`src/rtl/out2in_rr_arbiter_if.sv`:
```
// Handshake bundle between the two PipeOut sources, the PipeIn sink and the
// round-robin arbiter. The arbiter uses the master modport; the environment uses slave.
interface out2in_rr_arbiter_if #(
  parameter int width = 32
);
  logic [width-1:0] in0_first;
  logic             in0_first__RDY;
  logic             in0_deq__RDY;
  logic             in0_deq__ENA;
  logic [width-1:0] in1_first;
  logic             in1_first__RDY;
  logic             in1_deq__RDY;
  logic             in1_deq__ENA;
  logic             out_enq__RDY;
  logic             out_enq__ENA;
  logic [width-1:0] out_enq_v;
  logic             grant_valid;
  logic             grant_idx;

  modport master (
    input  in0_first, in0_first__RDY, in0_deq__RDY,
    input  in1_first, in1_first__RDY, in1_deq__RDY,
    input  out_enq__RDY,
    output in0_deq__ENA, in1_deq__ENA, out_enq__ENA, out_enq_v,
    output grant_valid, grant_idx
  );

  modport slave (
    output in0_first, in0_first__RDY, in0_deq__RDY,
    output in1_first, in1_first__RDY, in1_deq__RDY,
    output out_enq__RDY,
    input  in0_deq__ENA, in1_deq__ENA, out_enq__ENA, out_enq_v,
    input  grant_valid, grant_idx
  );
endinterface

```
`src/rtl/out2in_rr_arbiter.sv`:
```
// Two-source round-robin burst arbiter feeding one sink through a 1-entry
// registered output buffer; re-arbitrates after MAX_BURST beats or when the granted source runs dry.
module out2in_rr_arbiter #(
  parameter int width     = 32,
  parameter int MAX_BURST = 4
) (
  input  logic                CLK,
  input  logic                RST,
  out2in_rr_arbiter_if.master bus
);
  localparam int CW = $clog2(MAX_BURST + 1);

  typedef enum logic {IDLE, BURST} state_t;

  state_t           state_q, state_d;
  logic [CW-1:0]    cnt_q, cnt_d;
  logic             last_q, last_d;
  logic             grant_idx_q, grant_idx_d;
  logic             obuf_valid_q, obuf_valid_d;
  logic [width-1:0] obuf_data_q, obuf_data_d;

  logic          v0, v1, vg, winner, accept, out_ena, take, sel;
  logic [CW-1:0] cnt_inc;

  // State register
  always_ff @(posedge CLK or posedge RST) begin
    if (RST) begin
      state_q      <= IDLE;
      cnt_q        <= '0;
      last_q       <= 1'b1;
      grant_idx_q  <= 1'b0;
      obuf_valid_q <= 1'b0;
      obuf_data_q  <= '0;
    end else begin
      state_q      <= state_d;
      cnt_q        <= cnt_d;
      last_q       <= last_d;
      grant_idx_q  <= grant_idx_d;
      obuf_valid_q <= obuf_valid_d;
      obuf_data_q  <= obuf_data_d;
    end
  end

  // Output / handshake decode
  always_comb begin
    v0      = bus.in0_first__RDY && bus.in0_deq__RDY;
    v1      = bus.in1_first__RDY && bus.in1_deq__RDY;
    vg      = grant_idx_q ? v1 : v0;
    out_ena = obuf_valid_q && bus.out_enq__RDY && !RST;
    accept  = !obuf_valid_q || out_ena;
    winner  = (v0 && v1) ? !last_q : v1;
    sel     = grant_idx_q;
    take    = 1'b0;
    case (state_q)
      IDLE: begin
        sel  = winner;
        take = (v0 || v1) && accept;
      end
      BURST: begin
        sel  = grant_idx_q;
        take = vg && accept;
      end
      default: ;
    endcase
  end

  assign bus.in0_deq__ENA = take && !sel && !RST;
  assign bus.in1_deq__ENA = take && sel && !RST;
  assign bus.out_enq__ENA = out_ena;
  assign bus.out_enq_v    = obuf_data_q;
  assign bus.grant_valid  = (state_q == BURST) && !RST;
  assign bus.grant_idx    = grant_idx_q;

  // Next-state and buffer update
  always_comb begin
    state_d      = state_q;
    cnt_d        = cnt_q;
    last_d       = last_q;
    grant_idx_d  = grant_idx_q;
    cnt_inc      = cnt_q + CW'(1);
    obuf_valid_d = take || (obuf_valid_q && !out_ena);
    obuf_data_d  = take ? (sel ? bus.in1_first : bus.in0_first) : obuf_data_q;
    case (state_q)
      IDLE: begin
        if (take) begin
          cnt_d       = CW'(1);
          grant_idx_d = sel;
          if (MAX_BURST == 1) last_d = sel;
          else                state_d = BURST;
        end
      end
      BURST: begin
        if (!vg) begin
          state_d = IDLE;
          last_d  = grant_idx_q;
        end else if (take) begin
          cnt_d = cnt_inc;
          if (cnt_inc == CW'(MAX_BURST)) begin
            state_d = IDLE;
            last_d  = grant_idx_q;
          end
        end
      end
      default: state_d = IDLE;
    endcase
  end
endmodule

```
`src/flat_wrapper.sv`:
```
// flat-port wrapper written by rule: the top's interface ports become plain ports
module out2in_rr_arbiter_flat 
#(
  parameter int width     = 32,
  parameter int MAX_BURST = 4
)
  (CLK, RST, bus_in0_first, bus_in0_first__RDY, bus_in0_deq__RDY, bus_in1_first, bus_in1_first__RDY, bus_in1_deq__RDY, bus_out_enq__RDY, bus_in0_deq__ENA, bus_in1_deq__ENA, bus_out_enq__ENA, bus_out_enq_v, bus_grant_valid, bus_grant_idx);
  out2in_rr_arbiter_if #(.width(width)) bus_i ();
  input  logic CLK;
  input  logic RST;
  input wire logic [$bits(bus_i.in0_first)-1:0] bus_in0_first;
  input wire logic [$bits(bus_i.in0_first__RDY)-1:0] bus_in0_first__RDY;
  input wire logic [$bits(bus_i.in0_deq__RDY)-1:0] bus_in0_deq__RDY;
  input wire logic [$bits(bus_i.in1_first)-1:0] bus_in1_first;
  input wire logic [$bits(bus_i.in1_first__RDY)-1:0] bus_in1_first__RDY;
  input wire logic [$bits(bus_i.in1_deq__RDY)-1:0] bus_in1_deq__RDY;
  input wire logic [$bits(bus_i.out_enq__RDY)-1:0] bus_out_enq__RDY;
  output wire logic [$bits(bus_i.in0_deq__ENA)-1:0] bus_in0_deq__ENA;
  output wire logic [$bits(bus_i.in1_deq__ENA)-1:0] bus_in1_deq__ENA;
  output wire logic [$bits(bus_i.out_enq__ENA)-1:0] bus_out_enq__ENA;
  output wire logic [$bits(bus_i.out_enq_v)-1:0] bus_out_enq_v;
  output wire logic [$bits(bus_i.grant_valid)-1:0] bus_grant_valid;
  output wire logic [$bits(bus_i.grant_idx)-1:0] bus_grant_idx;
  assign bus_i.in0_first = bus_in0_first;
  assign bus_i.in0_first__RDY = bus_in0_first__RDY;
  assign bus_i.in0_deq__RDY = bus_in0_deq__RDY;
  assign bus_i.in1_first = bus_in1_first;
  assign bus_i.in1_first__RDY = bus_in1_first__RDY;
  assign bus_i.in1_deq__RDY = bus_in1_deq__RDY;
  assign bus_i.out_enq__RDY = bus_out_enq__RDY;
  assign bus_in0_deq__ENA = bus_i.in0_deq__ENA;
  assign bus_in1_deq__ENA = bus_i.in1_deq__ENA;
  assign bus_out_enq__ENA = bus_i.out_enq__ENA;
  assign bus_out_enq_v = bus_i.out_enq_v;
  assign bus_grant_valid = bus_i.grant_valid;
  assign bus_grant_idx = bus_i.grant_idx;
  out2in_rr_arbiter #(.width(width), .MAX_BURST(MAX_BURST)) u_core (.CLK(CLK), .RST(RST), .bus(bus_i));
endmodule
```
`config.mk`:
```
export PLATFORM = sky130hd
export DESIGN_NAME = out2in_rr_arbiter_flat
export DESIGN_NICKNAME = d
export VERILOG_FILES = /design/src/rtl/out2in_rr_arbiter_if.sv /design/src/rtl/out2in_rr_arbiter.sv /design/src/flat_wrapper.sv
export SDC_FILE = /design/constraint.sdc
export NUM_CORES = 1
export LEC_CHECK = 0
export CAP_MARGIN = 20
export CORE_MARGIN = 3
export CORE_UTILIZATION = 43
export CTS_CLUSTER_DIAMETER = 30
export DETAILED_ROUTE_END_ITERATION = 10
export PLACE_DENSITY = 0.9
export SLEW_MARGIN = 20
export SYNTH_ARGS = -nofsm -noshare
export SYNTH_HDL_FRONTEND = slang
export SYNTH_SLANG_ARGS = --single-unit
```
`constraint.sdc`:
```
create_clock -name CLK -period 9.94 [get_ports CLK]
set_input_delay 1.988 -clock CLK [delete_from_list [all_inputs] [get_ports CLK]]
set_output_delay 1.988 -clock CLK [all_outputs]
set_load 0.1 [all_outputs]
```
; After elaboration in Yosys (flattened, before gate mapping)
; Cells that the tools add are included.
[word_totals]
register_bits = 39
latch_bits = 0
ramBits = 0
romBits = 0
in_bits = 71
out_inout_bits = 37
word_cells = 55
memories = 0
[classes]
n_addsub = 1
multipliers = 0
div = 0
magnitude_cmp = 0
n_eq_ne = 6
shift = 0
muxes = 17
bitwise = 1
reduce_logical = 24
[ops]
columns = op, count
row1 = two-way mux 32 bit, 1
row2 = logical AND 1 bit, 13
row3 = two-way mux 1 bit, 9
row4 = two-way mux 3 bit, 3
row5 = "inequality test 2 bit, second input constant", 4
row6 = case mux 1 bit (2 select lines), 3
row7 = case mux 3 bit (2 select lines), 1
row8 = AND reduction 3 bit, 2
row9 = zero test 1 bit, 5
row10 = "adder 3 x 1 -> 3 bit, second input constant", 1
row11 = "equality test 3 bit, second input constant", 1
row12 = logical OR 1 bit, 3
row13 = "inequality test 2 x 1 -> 1 bit, second input constant", 1
row14 = AND reduction 2 bit, 1
row15 = NOT 1 bit, 1

; Depth between registers and ports, before layout
; Gate-level depths: netlist (run 1).
[logic_depth]
word_depth = 8
mapped_depth = 7

; Worst setup path after synthesis (run 1)
; OpenSTA, ideal clock, no wires.
[synth_timing]
path_type = input to output
startpoint = input port RST
endpoint = output port bus_in0_deq__ENA
t_arrival_ns = 6.004
t_required_ns = 7.952
slack_ns = 1.948
stages = 6
path_buffers = 2
path_cell_list = inv_1 > a21boi_0 > nor3_2 > buf_6 > buf_6 > nor3b_1
[synth_between]
elab_chain_len = 7
word_cells_on_any_way = 8
classes_between = mux (1) / reduce/logical (7)
[synth_rtl]
columns = item, line
row1 = "start, declared", flat_wrapper.sv:10  ; input logic RST;
row2 = zero test 1 bit (*), "out2in_rr_arbiter.sv:49, out2in_rr_arbiter.sv:67"
row3 = logical AND 1 bit, out2in_rr_arbiter.sv:49  ; out_ena = obuf_valid_q && bus.out_enq__RDY && !RST;
row4 = logical OR 1 bit, out2in_rr_arbiter.sv:50  ; accept = !obuf_valid_q || out_ena;
row5 = logical AND 1 bit (on tied branches), "out2in_rr_arbiter.sv:61, out2in_rr_arbiter.sv:57"
row6 = case mux 1 bit (2 select lines), out2in_rr_arbiter.sv:54  ; case (state_q)
row7 = logical AND 1 bit, out2in_rr_arbiter.sv:67  ; assign bus.in0_deq__ENA = take && !sel && !RST;
row8 = logical AND 1 bit (*), out2in_rr_arbiter.sv:67
row9 = "end, declared", flat_wrapper.sv:18  ; output wire logic [$bits(bus_i.in0_deq__ENA)-1:0] bus_in0_deq__ENA;
; Every way passes the cells marked *; elsewhere a longest branch is shown, timed or not.

; Worst setup path in the final report (run 1)
; Same ends and word-level chain as after synthesis.

==> results.md, run 1 <==
* Outcome: completed
* Period utilization at 0.760
* CTS Buf Count at 5
* Synth top area share at 0.463
* Final hold vios at 0
* Post-Syn Nets at 220
* Overall routing resource usage at 0.178
* CTS tree: done
* FFs w/ async S/R, synth at 1.00
* Worst Reg-to-Reg Cells at 5
* CTS Buffer Depth at 2
* R2R Path End: u_core.bus.out_enq_v[31]
* Clk root buf: clkbuf_8
* Fmax at 132 MHz
* Via Count at 1,574
* Warnings from Yosys at 0
* Synth Instances at 147
* Crit-path slowest cell: clkdlybuf4s50_1
* Die area at 0.00564 mm2
* Row cnt at 24
* DRC violation count after routing at 0
* Worst Hold End: u_core.bus.out_enq_v[9]
* Die X-Extent at 75.1 um
* Worst EP arrival at 5.57 ns
* WHS Path Cells at 1
* Final Net Count at 329
* Clk_lat worst skew at 0.29 ns
* Critical Path Fanout Max at 42
* Hold Buf Count CTS at 0
* Top-count cell post-synth: mux2_2
* RD Place Congestion at 0.745
* CP most frequent cell: clkdlybuf4s50_1
* Initial antenna violation count at 0
* CTS sink count at 39
* Main synth FF type: dfrtp_1
* Avg Inst Size Synth at 14.0 um2
* Htree depth at 2
* Setup Viol. Count Final at 0
* CTS clk-pin slew, worst paths at 0.06 ns
* Area of the mapped netlist at 0.00205 mm2
* Max Cap Violations at 0
* Unrepaired setup endpoints after global routing: no
* Register area share after synthesis at 0.476
* Layout cells sized above 1 at 0.300
* # resized after CTS at 0
* Total gr overflow at 0
* Final WS setup at 2.39 ns
* Worst R2R Setup Slack at 7.31 ns
* Setup CP Type: in -> out
* WL/cell at 16.0 um
* Synth cell count leaders: mux2_2, dfrtp_1, buf_6, nand2_1, mux2_1
* Synth area leader: dfrtp_1
* DRT Pass-1 Iters at 4
* Slew margin rel. at 0.319
* I/O Buffers at 107
* Buf/Inv on CP at 4
* Setup TNS Final at 0 ns
* DR iter-0 viols at 70
* Final Max Slew Viols at 0
* EDFF count, synth at 0
* Worst Tran Pin Value at 1.02 ns
* Top cells by area, synth: dfrtp_1, mux2_2, buf_6
* Final Util at 0.723
* Crit path time final at 7.55 ns
* Core box area at 0.00447 mm2
* Reg2Reg Launch Point: u_core.state_q
* Worst hold path type: reg -> reg
* Final wirelength at 4960 um
* Worst Hold Launch: u_core.bus.out_enq_v[9]
* Via/cell ratio at 5.09
* DRT antenna net count at 0
* Crit path max-delay family: buffers and inverters
* CP cell instances: clkdlybuf4s50_1 > inv_1 > buf_4 > a21boi_0 > nor3_4 > nor3b_1 > clkdlybuf4s50_1
* Final clock skew at 0.00770 ns
* Layout area overhead at 57.5%
* Ant diodes at 0
* Pin count of the biggest net entering global routing at 43
* Vias in the first global route at 1,542
* Io pins at 108
* HPWL Detailed at 3840 um
* Post-CTS Setup Inserts at 0
* Starting density of the core at 0.459
* Pre-CTS setup slack at 2.33 ns
* First-pass GRT wire length at 7410 um
* Req. time, crit path at 7.95 ns
* Unique cell type count in the Yosys netlist at 26
* FF+latch count, synth at 39
* Die height at 75.1 um
* CP peak stage delay at 1.18 ns
* Worst setup SP type: input pin
* Setup crit end kind: output pin
==> metal layers <==
| metal | track usage | up-vias | share of wire |
|---|---|---|---|
| li1 | - | 746 | - |
| met1 | 0.214 | 766 | 0.40 |
| met2 | 0.297 | 56 | 0.50 |
| met3 | 0.0574 | 6 | 0.078 |
| met4 | 0.0672 | 0 | 0.014 |
| met5 | 0 | - | 0 |
==> state kept, by name (all words and copies together) (netlist names) <==
name and flops:
u_core.bus.grant_idx 1, u_core.bus.out_enq_v 32, u_core.cnt_q 3, u_core.last_q 1, u_core.obuf_valid_q 1, u_core.state_q 1
==> how the worst max path moves through the flow <==
| stage | from | endpoint | cells after the start | slack, ns |
|---|---|---|---|---|
| detailed placement | RST | bus_in0_deq__ENA | 7 | 2.33 |
| finish | RST | bus_in0_deq__ENA | 7 | 2.39 |
| global placement | RST | bus_in0_deq__ENA | 7 | 2.51 |
| CTS | RST | bus_in0_deq__ENA | 7 | 2.35 |
| floorplan | RST | bus_in0_deq__ENA | 6 | 1.95 |
| global route | RST | bus_in0_deq__ENA | 7 | 2.15 |
==> final cells by class <==
class / count / area, um2
clock buffers: 8 / 100
multi-input cells: 97 / 987
flip-flops and latches: 39 / 977
fillers: 323 / 1240
repair buffers: 110 / 1090
well taps: 52 / 65.1
inverters: 3 / 11.3
==> worst reg2reg max path, stage by stage, from the launching register on <==
cell     delay (ns)
dfrtp_1        0.53
nor2b_1        0.21
o21a_1         0.24
nor3_4         0.72
buf_4          0.42
mux2_2         0.39
==> per-stage QoR <==
stage / area, um2 / cells / hold WS, ns
5_1_grt: 3230 / 309 / 0.524
3_5_place_dp: 3130 / 301 / 0.494
3_3_place_gp: 3130 / 301 / 0.488
2_1_floorplan: 2050 / 147 / 0.508
6_report: 3230 / 309 / 0.505
4_1_cts: 3230 / 309 / 0.510
==> cell usage in the layout, fill, tap and decap left out, types with 3 or more instances in the layout <==
cell	instances
and3_1	3
buf_4	3
clkbuf_8	7
clkdlybuf4s50_1	107
dfrtp_1	38
inv_1	3
mux2_1	5
mux2_2	61
nand2_1	6
==> cell families after synthesis <==
group           count (synthesis)  synth area share
compound gates                  8            0.0378
fa+ha+maj                       2            0.0122
flops                          39             0.476
buf+inv                        11            0.0463
mux                            69             0.379
simple gates                   17            0.0445
xor+xnor                        1           0.00427
Power of run 1 is not shown: default switching activity piles up to over one toggle a cycle in this logic, so the estimate is an artifact.
==> run 2, diff against run 1 <==
- CORE_UTILIZATION: 43 -> 39
- PLACE_DENSITY: 0.9 -> 0.83
- clock period: 9.94 -> 7.3 ns (I/O delays scaled with it)
==> run 2 against run 1 <==
Via count fell by 2.4%. Non-clock buffer count stayed put. Die area up 9.4%. Design area up 0.97%. Final cell count increased by 4.9%. Sequential share of layout area down 0.29 points. Largest cell class unchanged. Highest routed layer unchanged.
==> results.md, run 2 (synthesis results as in run 1) <==
* Outcome: completed
* Pin count of the biggest net entering global routing at 43 (unchanged)
* GRT busiest layer: met2
* Worst Hold End: u_core.bus.out_enq_v[2]
* Multi-input gate area at 987 um2 (unchanged)
* Die X-Extent at 78.6 um (+4.6%)
* Period utilization at 0.762
* R2R Path End: u_core.bus.out_enq_v[9]
* Critical Path Fanout Max at 42 (unchanged)
* Via/cell ratio at 4.74 (-6.9%)
* Fmax at 180 MHz
* Most common cell after layout, fill and taps aside: clkdlybuf4s50_1
* Grt met1 use at 0.211 (-0.00300)
* CTS sink count at 39 (unchanged)
* Worst Tran Pin Value at 1.00 ns (-0.0173 ns)
* Grt met2 use at 0.283 (-0.0142)
* Max reg flops at 32 (unchanged)
* Die height at 78.6 um (+4.6%)
* CTS Buffer Depth at 2 (unchanged)
* Post-CTS Setup Inserts at 0 (unchanged)
* Io pins at 108 (unchanged)
* Worst R2R Setup Slack at 4.71 ns (-2.60 ns)
* Final clock skew at 0.00262 ns (-0.00508 ns)
* Worst setup SP type: input pin
* HPWL Detailed at 3850 um (+0.16%)
* Setup Viol. Count Final at 0 (unchanged)
* Final hold vios at 0 (unchanged)
* Final Max Slew Viols at 0 (unchanged)
* Starting density of the core at 0.418 (-0.0408)
* Initial antenna violation count at 0 (unchanged)
* CTS Buf Count at 5 (unchanged)
* Highest-count cells in the layout ignoring fill and taps: clkdlybuf4s50_1, mux2_2, dfrtp_1
* DRT antenna net count at 0 (unchanged)
* Ant diodes at 0 (unchanged)
* First-pass GRT wire length at 8290 um (+12%)
* Req. time, crit path at 5.84 ns (-2.11 ns)
* Slew margin rel. at 0.331 (+0.0116)
* Core box area at 0.00491 mm2 (+9.8%)
* I/O Buffers at 107 (unchanged)
* Hold Buf Count CTS at 0 (unchanged)
* Storage element area at 977 um2 (unchanged)
* Overall routing resource usage at 0.167 (-0.0109)
* RD Place Congestion at 0.747 (+0.19%)
* Vias in the first global route at 1,685 (+9.3%)
* Worst Reg-to-Reg Cells at 5 (unchanged)
* Unrepaired setup endpoints after global routing: no
* Worst Hold Launch: u_core.bus.out_enq_v[2]
* Layout area overhead at 59.0%
* Via Count at 1,537 (-2.4%)
* Setup TNS Final at 0 ns (unchanged)
* Clk root buf: clkbuf_8
* DR iter-0 viols at 68 (-2.9%)
* Grt met3 use at 0.0585 (+0.00108)
* CP cell instances: clkdlybuf4s50_1 > inv_1 > buf_4 > a21boi_0 > nor3_4 > nor3b_1 > buf_4
* WL/cell at 14.9 um (-7.2%)
* Final wirelength at 4830 um (-2.7%)
* CP most frequent cell: buf_4
* Clk_lat worst skew at 0.28 ns (about the same)
* Max Cap Violations at 0 (unchanged)
* Crit path time final at 5.56 ns
* Reg2Reg Launch Point: u_core.state_q
* DRC violation count after routing at 0 (unchanged)
* # resized after CTS at 0 (unchanged)
* Setup crit end kind: output pin
* Row cnt at 25 (+4.2%)
* Worst EP arrival at 4.10 ns (-1.47 ns)
* WHS Path Cells at 1 (unchanged)
* Die area at 0.00617 mm2 (+9.4%)
* Crit-path slowest cell: nor3_4
* Layout cells sized above 1 at 0.311 (+0.0117)
* CTS clk-pin slew, worst paths at 0.07 ns (about the same)
* Final Net Count at 329 (unchanged)
* Htree depth at 2 (unchanged)
* DRT Pass-1 Iters at 4 (unchanged)
* Setup CP Type: in -> out
* Worst hold path type: reg -> reg
* CTS tree: done
* Total gr overflow at 0 (unchanged)
* Number of fill cells at 389 (+20%)
* CP peak stage delay at 0.74 ns (-0.44 ns)
[run 2: cell types whose count changed in the layout (fill, tap and decap cells not counted)]
cell / previous run / this run
clkdlybuf4s50_1: 107 / 105
clkbuf_1: 1 / 0
clkinv_2: 0 / 1
buf_4: 3 / 5
bufinv_16: 0 / 1
clkbuf_8: 7 / 6
[run 2: area by class of cell]
| cell class | instances | area share |
|---|---|---|
| clock inverter | 2 | 0.0107 |
| inverter | 3 | 0.00345 |
| sequential | 39 | 0.299 |
| clock buffer | 6 | 0.0253 |
| tap | 67 | 0.0257 |
| timing repair buffer | 110 | 0.333 |
| multi-input combinational | 97 | 0.302 |
[run 2: metrics by stage]
stage	area (um2)	hold WS [ns]	setup slack, ns	cells	util
after global placement	3150	0.488	1.74	316	0.641
final	3270	0.506	1.74	324	0.665
after detailed placement	3150	0.494	1.65	316	0.641
after floorplan	2050	0.508	0.364	147	-
after CTS	3270	0.511	1.66	324	0.665
after global routing	3270	0.530	1.47	324	0.665
[run 2: metal layers]
metal	vias up	wire length, um
met5	-	0
met4	0	13
met3	2	419
met2	58	2400
met1	728	1990
li1	749	-
[run 2: critical path, delay by kind of cell]
family | cells | cell delay (ns)
buffers and inverters | 4 | 1.26
AOI/OAI and AO/OA | 1 | 0.36
and+or+nand+nor | 2 | 1.00
[run 2: worst max-delay path by stage]
stage                     startpoint               end  slack, ns  depth (start not counted)
final                            RST  bus_in0_deq__ENA       1.74                          7
after global routing             RST  bus_in1_deq__ENA       1.47                          7
after CTS                        RST  bus_in0_deq__ENA       1.66                          7
after detailed placement         RST  bus_in0_deq__ENA       1.65                          7
after global placement           RST  bus_in0_deq__ENA       1.74                          7
after floorplan                  RST  bus_in0_deq__ENA       0.36                          6
Power of run 2 is left out for the same reason.
